File: config.mk
export PLATFORM = sky130hd
export DESIGN_NAME = ov7670_cfg_sequencer
export DESIGN_NICKNAME = d
export VERILOG_FILES = /design/src/rtl/ov7670_cfg_sequencer.sv
export SDC_FILE = /design/constraint.sdc
export NUM_CORES = 1
export LEC_CHECK = 0
export ABC_AREA = 1
export CORE_ASPECT_RATIO = 0.5
export CORE_MARGIN = 5
export CORE_UTILIZATION = 60
export CTS_BUF_LIST = sky130_fd_sc_hd__clkbuf_8
export DETAILED_ROUTE_END_ITERATION = 10
export PLACE_DENSITY_LB_ADDON = 0.05
export SYNTH_ARGS = -nofsm -noshare
export SYNTH_HDL_FRONTEND = slang
export SYNTH_SLANG_ARGS = --single-unit
File: constraint.sdc
create_clock -name i_clk -period 2.52 [get_ports i_clk]
set_input_delay 0.63 -clock i_clk [delete_from_list [all_inputs] [get_ports i_clk]]
set_output_delay 0.63 -clock i_clk [all_outputs]
set_load 0.005 [all_outputs]
File: src/rtl/ov7670_cfg_sequencer.sv
`default_nettype none
// ============================================================================
//  Module      : ov7670_cfg_sequencer
//  Description : Walks a {reg, value} table held in an external synchronous
//                ROM and issues one I2C/SCCB write per entry to an
//                i2c_master write port. In-table delay entries pause the walk.
//                NACKed writes are retried a bounded number of times.
//  Revision    : 1.0  initial release
// ----------------------------------------------------------------------------
//  Ports
//    i_clk, i_rstn       clock, asynchronous active-low reset
//    i_start             1-cycle pulse: run the table from entry 0 (ignored while busy)
//    o_rom_addr          table index; i_rom_data is valid one cycle after it changes
//    i_rom_data          {reg[15:8], val[7:0]}; 16'hFFFF = end, 16'hF0nn = delay nn ms
//    o_wr                write request to i2c_master (held until i_i2c_busy seen)
//    o_slave_addr        constant 7-bit SCCB slave address
//    o_reg_addr, o_wdata register address / data of the current entry
//    i_i2c_busy          i2c_master busy
//    i_nack_*            i2c_master NACK flags (slave address / register / data)
//    o_busy              sequence in progress
//    o_done, o_error     sticky completion / abort flags, cleared by i_start
//    o_err_index         index of the entry that aborted the sequence
// ============================================================================
module ov7670_cfg_sequencer #(
    parameter int         T_CLK      = 10,
    parameter logic [6:0] SLAVE_ADDR = 7'h21,
    parameter int         ADDR_W     = 8,
    parameter int         MAX_RETRY  = 3
) (
    input  logic              i_clk,
    input  logic              i_rstn,
    input  logic              i_start,
    output logic [ADDR_W-1:0] o_rom_addr,
    input  logic [15:0]       i_rom_data,
    output logic              o_wr,
    output logic [6:0]        o_slave_addr,
    output logic [7:0]        o_reg_addr,
    output logic [7:0]        o_wdata,
    input  logic              i_i2c_busy,
    input  logic              i_nack_slave,
    input  logic              i_nack_addr,
    input  logic              i_nack_data,
    output logic              o_busy,
    output logic              o_done,
    output logic              o_error,
    output logic [ADDR_W-1:0] o_err_index
);

    localparam int CYC_PER_MS = 1_000_000 / T_CLK;
    localparam int CYC_W      = (CYC_PER_MS > 2) ? $clog2(CYC_PER_MS) : 2;
    localparam int RETRY_W    = (MAX_RETRY > 0) ? $clog2(MAX_RETRY + 1) : 1;

    // The first millisecond of a delay starts two cycles in, so the
    // fetch/decode cycles around the delay entry do not push the next write
    // noticeably past nn ms after the sequence reached the delay.
    localparam logic [CYC_W-1:0] C_DLY_TRIM = CYC_W'(2);
    localparam logic [CYC_W-1:0] C_CYC_LAST = CYC_W'(CYC_PER_MS - 1);

    localparam logic [3:0] S_IDLE     = 4'd0;
    localparam logic [3:0] S_FETCH    = 4'd1;
    localparam logic [3:0] S_DECODE   = 4'd2;
    localparam logic [3:0] S_ISSUE    = 4'd3;
    localparam logic [3:0] S_WAIT_ACC = 4'd4;
    localparam logic [3:0] S_WAIT_END = 4'd5;
    localparam logic [3:0] S_CHECK    = 4'd6;
    localparam logic [3:0] S_DELAY    = 4'd7;
    localparam logic [3:0] S_FINISH   = 4'd8;

    logic [3:0]         state_q,     state_d;
    logic [ADDR_W-1:0]  rom_addr_q,  rom_addr_d;
    logic [7:0]         reg_addr_q,  reg_addr_d;
    logic [7:0]         wdata_q,     wdata_d;
    logic               wr_q,        wr_d;
    logic               busy_q,      busy_d;
    logic               done_q,      done_d;
    logic               error_q,     error_d;
    logic [ADDR_W-1:0]  err_index_q, err_index_d;
    logic [RETRY_W-1:0] retry_q,     retry_d;
    logic               nack_seen_q, nack_seen_d;
    logic [7:0]         ms_cnt_q,    ms_cnt_d;
    logic [CYC_W-1:0]   cyc_cnt_q,   cyc_cnt_d;

    logic w_nack_any;
    logic w_last_entry;

    assign w_nack_any   = i_nack_slave | i_nack_addr | i_nack_data;
    // The last table slot ends the sequence even without a terminator.
    assign w_last_entry = (rom_addr_q == {ADDR_W{1'b1}});

    always_comb begin
        state_d     = state_q;
        rom_addr_d  = rom_addr_q;
        reg_addr_d  = reg_addr_q;
        wdata_d     = wdata_q;
        busy_d      = busy_q;
        done_d      = done_q;
        error_d     = error_q;
        err_index_d = err_index_q;
        retry_d     = retry_q;
        nack_seen_d = nack_seen_q;
        ms_cnt_d    = ms_cnt_q;
        cyc_cnt_d   = cyc_cnt_q;

        case (state_q)
            S_IDLE: begin
                if (i_start) begin
                    rom_addr_d = '0;
                    done_d     = 1'b0;
                    error_d    = 1'b0;
                    retry_d    = '0;
                    busy_d     = 1'b1;
                    state_d    = S_FETCH;
                end
            end

            S_FETCH: begin
                state_d = S_DECODE;
            end

            S_DECODE: begin
                if (i_rom_data == 16'hFFFF) begin
                    state_d = S_FINISH;
                end else if (i_rom_data[15:8] == 8'hF0) begin
                    ms_cnt_d  = i_rom_data[7:0];
                    cyc_cnt_d = C_DLY_TRIM;
                    state_d   = S_DELAY;
                end else begin
                    reg_addr_d  = i_rom_data[15:8];
                    wdata_d     = i_rom_data[7:0];
                    nack_seen_d = 1'b0;
                    state_d     = S_ISSUE;
                end
            end

            S_DELAY: begin
                if (ms_cnt_q == 8'd0) begin
                    if (w_last_entry) begin
                        state_d = S_FINISH;
                    end else begin
                        rom_addr_d = rom_addr_q + ADDR_W'(1);
                        state_d    = S_FETCH;
                    end
                end else if (cyc_cnt_q == C_CYC_LAST) begin
                    cyc_cnt_d = '0;
                    ms_cnt_d  = ms_cnt_q - 8'd1;
                end else begin
                    cyc_cnt_d = cyc_cnt_q + CYC_W'(1);
                end
            end

            S_ISSUE: begin
                if (i_i2c_busy) begin
                    nack_seen_d = nack_seen_q | w_nack_any;
                    state_d     = S_WAIT_ACC;
                end
            end

            S_WAIT_ACC: begin
                if (i_i2c_busy) begin
                    nack_seen_d = nack_seen_q | w_nack_any;
                end
                state_d = S_WAIT_END;
            end

            // NACK flags are only trusted while busy: the master clears them
            // in the same cycle busy falls.
            S_WAIT_END: begin
                if (i_i2c_busy) begin
                    nack_seen_d = nack_seen_q | w_nack_any;
                end else begin
                    state_d = S_CHECK;
                end
            end

            S_CHECK: begin
                if (!nack_seen_q) begin
                    retry_d = '0;
                    if (w_last_entry) begin
                        state_d = S_FINISH;
                    end else begin
                        rom_addr_d = rom_addr_q + ADDR_W'(1);
                        state_d    = S_FETCH;
                    end
                end else if (retry_q < RETRY_W'(MAX_RETRY)) begin
                    // Re-issue from the latched reg/value; the ROM is not re-read.
                    retry_d     = retry_q + RETRY_W'(1);
                    nack_seen_d = 1'b0;
                    state_d     = S_ISSUE;
                end else begin
                    error_d     = 1'b1;
                    err_index_d = rom_addr_q;
                    busy_d      = 1'b0;
                    state_d     = S_IDLE;
                end
            end

            S_FINISH: begin
                done_d  = 1'b1;
                busy_d  = 1'b0;
                state_d = S_IDLE;
            end

            default: begin
                state_d = S_IDLE;
                busy_d  = 1'b0;
            end
        endcase

        // The write request is asserted for exactly the cycles spent in ISSUE.
        wr_d = (state_d == S_ISSUE);
    end

    always_ff @(posedge i_clk or negedge i_rstn) begin
        if (!i_rstn) begin
            state_q     <= S_IDLE;
            rom_addr_q  <= '0;
            reg_addr_q  <= '0;
            wdata_q     <= '0;
            wr_q        <= 1'b0;
            busy_q      <= 1'b0;
            done_q      <= 1'b0;
            error_q     <= 1'b0;
            err_index_q <= '0;
            retry_q     <= '0;
            nack_seen_q <= 1'b0;
            ms_cnt_q    <= '0;
            cyc_cnt_q   <= '0;
        end else begin
            state_q     <= state_d;
            rom_addr_q  <= rom_addr_d;
            reg_addr_q  <= reg_addr_d;
            wdata_q     <= wdata_d;
            wr_q        <= wr_d;
            busy_q      <= busy_d;
            done_q      <= done_d;
            error_q     <= error_d;
            err_index_q <= err_index_d;
            retry_q     <= retry_d;
            nack_seen_q <= nack_seen_d;
            ms_cnt_q    <= ms_cnt_d;
            cyc_cnt_q   <= cyc_cnt_d;
        end
    end

    assign o_rom_addr   = rom_addr_q;
    assign o_wr         = wr_q;
    assign o_slave_addr = SLAVE_ADDR;
    assign o_reg_addr   = reg_addr_q;
    assign o_wdata      = wdata_q;
    assign o_busy       = busy_q;
    assign o_done       = done_q;
    assign o_error      = error_q;
    assign o_err_index  = err_index_q;

endmodule
`default_nettype wire

* After elaboration in Yosys (flattened, before gate mapping)
Index checks and enable logic that the tools add are counted.
Widths: inputs -> output; s select.
** Word-level totals
- Register bits after elaboration :: 68
- Input port bits :: 23
** Operators by class
- Add/sub/neg operators :: 4
- $lt $le $gt $ge :: 1
- Eq/ne operators :: 25
- Multiplexer cells :: 44
- Bitwise operators :: 7
- Reduce and logical (&&, ||, !) cells :: 19
** Operators with widths (count)
- $mux 17 :: 4
- $mux 8 :: 8
- $pmux 17 s2 :: 1
- $pmux 4 s8 :: 1
- $mux 4 :: 7
- $pmux 8 s3 :: 1
- $ne 2x2->1 const B :: 10
- $reduce_and 4->1 :: 5
- $add 17x1->17 const B :: 1
- $eq 17x17->1 const B :: 1
- $eq 16x16->1 const B :: 1
- $eq 4x3->1 const B :: 4
- $eq 8x8->1 const B :: 2
- $pmux 8 s2 :: 1
- $eq 4x2->1 const B :: 3
- $mux 1 :: 11
- $reduce_and 3->1 :: 3
- $add 8x1->8 const B :: 1
- $logic_not 8->1 :: 1
- $mux 2 :: 4
- $sub 8x1->8 const B :: 1
- $pmux 1 s3 :: 2
- $reduce_bool 2->1 :: 3
- $reduce_bool 3->1 :: 2
- 16 further kinds :: 22

* Depth between registers and ports, before layout
- Depth after elaboration :: 5
- Mapped depth :: 12

* Least setup slack after synthesis
Ideal clock, no wire load.
- Path kind :: input to register
- Start :: input i_rom_data[8]
- End :: register ms_cnt_q[7]
- Arrival time :: 1.532 ns
- Required time :: 2.403 ns
- Setup slack :: 0.870 ns
- Cell stages on the path :: 10
- Path buffers :: 0
- Cells stage by stage :: inv_1 nand2_1 nor2_1 nand2_1 nand2_1 nand2_1 inv_1 nand2_1 nand2_1 nand2_1
** Between the ends
- Longest elaborated chain between the ends :: 3
- Elaborated cells between the ends (all ways) :: 5
** Ends and longest elaborated chain
- start, declared :: RTL line 34 : input logic [15:0] i_rom_data,
- $eq 16x16->1 / $eq 8x8->1 (equally long branches) :: RTL line 121, 123
- $ne 2x2->1 (no line)
- $reduce_and 5->1 (no line) (*)
- end signal, assigned :: RTL line 240 : ms_cnt_q <= ms_cnt_d;
- end, declared :: RTL line 80 : logic [7:0] ms_cnt_q, ms_cnt_d;
Every way passes the cells marked *; elsewhere a longest branch is shown, timed or not.
A chain may end at the register's enable or synchronous reset.

* Worst setup path after layout
- Start :: register rom_addr_q[2], in the netlist o_rom_addr[2]
- End :: output o_rom_addr[2]
** RTL lines
- start, declared :: RTL line 70 : logic [ADDR_W-1:0] rom_addr_q, rom_addr_d;
- start signal, assigned :: RTL line 230 : rom_addr_q <= rom_addr_d;
- end, declared :: RTL line 33 : output logic [ADDR_W-1:0] o_rom_addr,
No word-level cell between the ends.

==> results.md <==
- Outcome: completed
- H-Tree Depth: 3
- # Post-CTS Setup Buffers: 0
- Root Buffer: clkbuf_8
- Seq pwr share: 0.384
- Avg Cell Area, Syn: 7.11 um2
- RSZ-0062 raised after global routing: false
- GRT overflow: 0
- Crit end category: output port
- Cts bufs inserted: 9
- Yosys warnings: 0
- Die width: 127 um
- Ys async rst share: 1.00
- Net Sw Power: 1730 uW
- Wire length per cell: 13.3 um
- Vias in the first global route: 3781
- Final setup TNS: 0 ps
- Layout cell share with drive strength beyond 1: 0.0726
- Worst Setup Path Type: register to output port
- Area growth syn-to-layout: 19.3%
- Worst hold margin: 244 ps
- Yosys reg bits: 68
- Tmin final: 2000 ps
- Max incr delay on CP: 550 ps
- IO Port Bufs: 58
- Diode count: 0
- CP max FO: 6
- Leak pwr: 0.00239 uW
- Via count: 3849
- WP buf/inv: 1
- Die Y: 68.7 um
- Final worst path period share: 0.793
- Power density cells: 881 nW/um2
- Met2 usage: 0.440
- Placeable Area: 6700 um2
- DP HPWL: 7.37 mm
- Post-route ant nets: 0
- Sequential area share after synthesis: 0.411
- Comb pwr share: 0.402
- Setup Viol. Count Final: 0
- Cells after synthesis: 582
- Pin count of the biggest net entering global routing: 37
- IO Count: 66
- Max IR drop VDD: 588 uV
- Internal: 2620 uW
- Slew at the pin with the worst max-slew slack: 539 ps
- Clk sinks: 68
- Hold buffers post-CTS: 0
- CTS tree: built
- Max Clock Skew: 6.88 ps
- Max Fclk: 500 MHz
- Vias per Instance: 5.21
- Startpoint types: register
- Initial antenna violation count: 0
- Met1 usage: 0.293
- Global Route met3 Usage: 0.0715
- Pwr Total: 4350 uW
- CP cell instances: clkdlybuf4s50_1
- Placer Congestion: 0.882
- Drt pass-1 iters: 4
- Fill count: 583
- Post-route DRC: 0
- Crit-path leading delay family: buffers and inverters
- CTS clock-pin slew for the worst setup and hold paths: 70 ps
- Worst EP arrival: 1370 ps
- Max Cap Viol: 0
- Final hold vios: 0
- Die area: 8750 um2
- GRT Total Usage: 0.244
- Fin nets: 670
- Initial drt markers: 344
- Number of synthesized flops with an enable pin: 0
- First-pass GRT wire length: 16.8 mm
- Mapped cell area: 4140 um2
- Netlist cell types: 38
- Main synth FF type: dfrtp_1
- Resize count post-CTS: 0
- Row count: 21
- Clock power frac: 0.214
- Multi-input gate area: 2030 um2
- Max Slew Vio Count: 0
- Slowest CP cell: clkdlybuf4s50_1
- Sw Share: 0.398
- Worst Path Required: 1890 ps
- Reg area: 1700 um2
- Worst-Skew Late Latency: 360 ps
- DRT Wirelength: 9.84 mm
- CTS max path bufs: 2
- Worst hold path class: primary input to async pin
- Slew margin rel.: 0.640
- GRT Max-Usage Layer: met2
- Starting density of the core: 0.617
worst paths after layout:
path	from	endpoint	slack, ps	cells past startpoint
worst min-delay path	i_rstn	o_err_index[0]	240	1
worst max-delay path	o_rom_addr[2]	o_rom_addr[2]	520	1
min in group i_clk	o_wdata[2]	o_wdata[2]	470	2
max in group asynchronous	i_rstn	cyc_cnt_q[16]	1700	2
worst max register to register	ms_cnt_q[0]	o_rom_addr[4]	570	9
worst min register to register	o_wdata[2]	o_wdata[2]	470	2
power groups by stage:
stage	clock network (uW)	logic [uW]	registers [uW]
3_3_place_gp	0	1710	1680
5_1_grt	998	1980	1720
2_1_floorplan	0	1220	1630
6_report	931	1750	1670
4_1_cts	946	1760	1670
3_5_place_dp	0	1750	1680
synth_stat cells, types with 2 or more instances:
cell | instances | area share
a21oi_1 | 11 | 0.013
a31oi_1 | 2 | 0.0030
buf_2 | 4 | 0.0048
buf_4 | 7 | 0.013
buf_6 | 6 | 0.016
conb_1 | 2 | 0.0018
dfrtp_1 | 68 | 0.41
ha_1 | 5 | 0.015
inv_1 | 67 | 0.061
inv_2 | 3 | 0.0027
nand2_1 | 198 | 0.18
nand2_2 | 2 | 0.0030
nand2_4 | 3 | 0.0082
nand3_1 | 51 | 0.062
nand4_1 | 8 | 0.012
nor2_1 | 75 | 0.068
nor2_4 | 2 | 0.0054
nor3_1 | 3 | 0.0036
o21ai_0 | 23 | 0.028
o21ai_1 | 11 | 0.013
o21ai_2 | 8 | 0.017
o31ai_1 | 2 | 0.0036
xnor2_1 | 2 | 0.0042
xor2_1 | 5 | 0.011
area by class of cell:
type                            instances  share of cell area
Clock buffer                           11              0.0307
Clock inverter                          5              0.0104
Inverter                               71              0.0545
Multi-Input combinational cell        430               0.411
Sequential cell                        68               0.345
Tap cell                               92              0.0233
Timing Repair Buffer                   62               0.125
layout by cell type (no fill, tap or decap), types with 2 or more instances in the layout:
master           instances
clkdlybuf4s50_1         57
a31oi_1                  2
o31ai_1                  2
conb_1                   7
clkbuf_8                11
clkinv_2                 2
o21ai_1                 11
xor2_1                   5
o21ai_0                 23
a21oi_1                 11
inv_1                   68
xnor2_1                  2
nor2_1                  75
nor3_1                   3
buf_4                    3
ha_1                     5
inv_2                    3
nand3_1                 51
o21ai_2                  8
dfrtp_1                 68
nand2_2                  2
nor2_4                   2
nand2_4                  3
nand4_1                  8
nand2_1                198
metal layers:
metal	part of all wire	wire length, um
met5	0	0
met3	0.056	546
met4	0.016	155
met1	0.44	4340
met2	0.49	4800
state kept, by name, indices dropped and copies added (netlist names):
signal / count
o_busy: 1
o_wdata: 8
o_error: 1
o_reg_addr: 8
o_rom_addr: 8
nack_seen_q: 1
o_done: 1
o_err_index: 8
cyc_cnt_q: 17
retry_q: 2
state_q: 4
ms_cnt_q: 8
o_wr: 1
cell families after synthesis:
group	Yosys count	synth area share
buffers and inverters	89	0.103
xor gates and xnor gates	7	0.0148
DFF	68	0.411
and+or+nand+nor	349	0.365
adders and majority gates	5	0.0151
muxes	1	0.00272
other	2	0.00182
AOI/OAI and AO/OA	61	0.0868
metrics by stage:
stage	utilization	worst slack [ps]	instance area, um2	std cells
finish	0.737	521	4930	739
global route	0.737	360	4930	739
CTS	0.737	500	4930	739
detailed placement	0.706	209	4730	723
global placement	0.706	231	4730	723
floorplan	-	870	4150	587
Power figures use the tool's default switching activity.
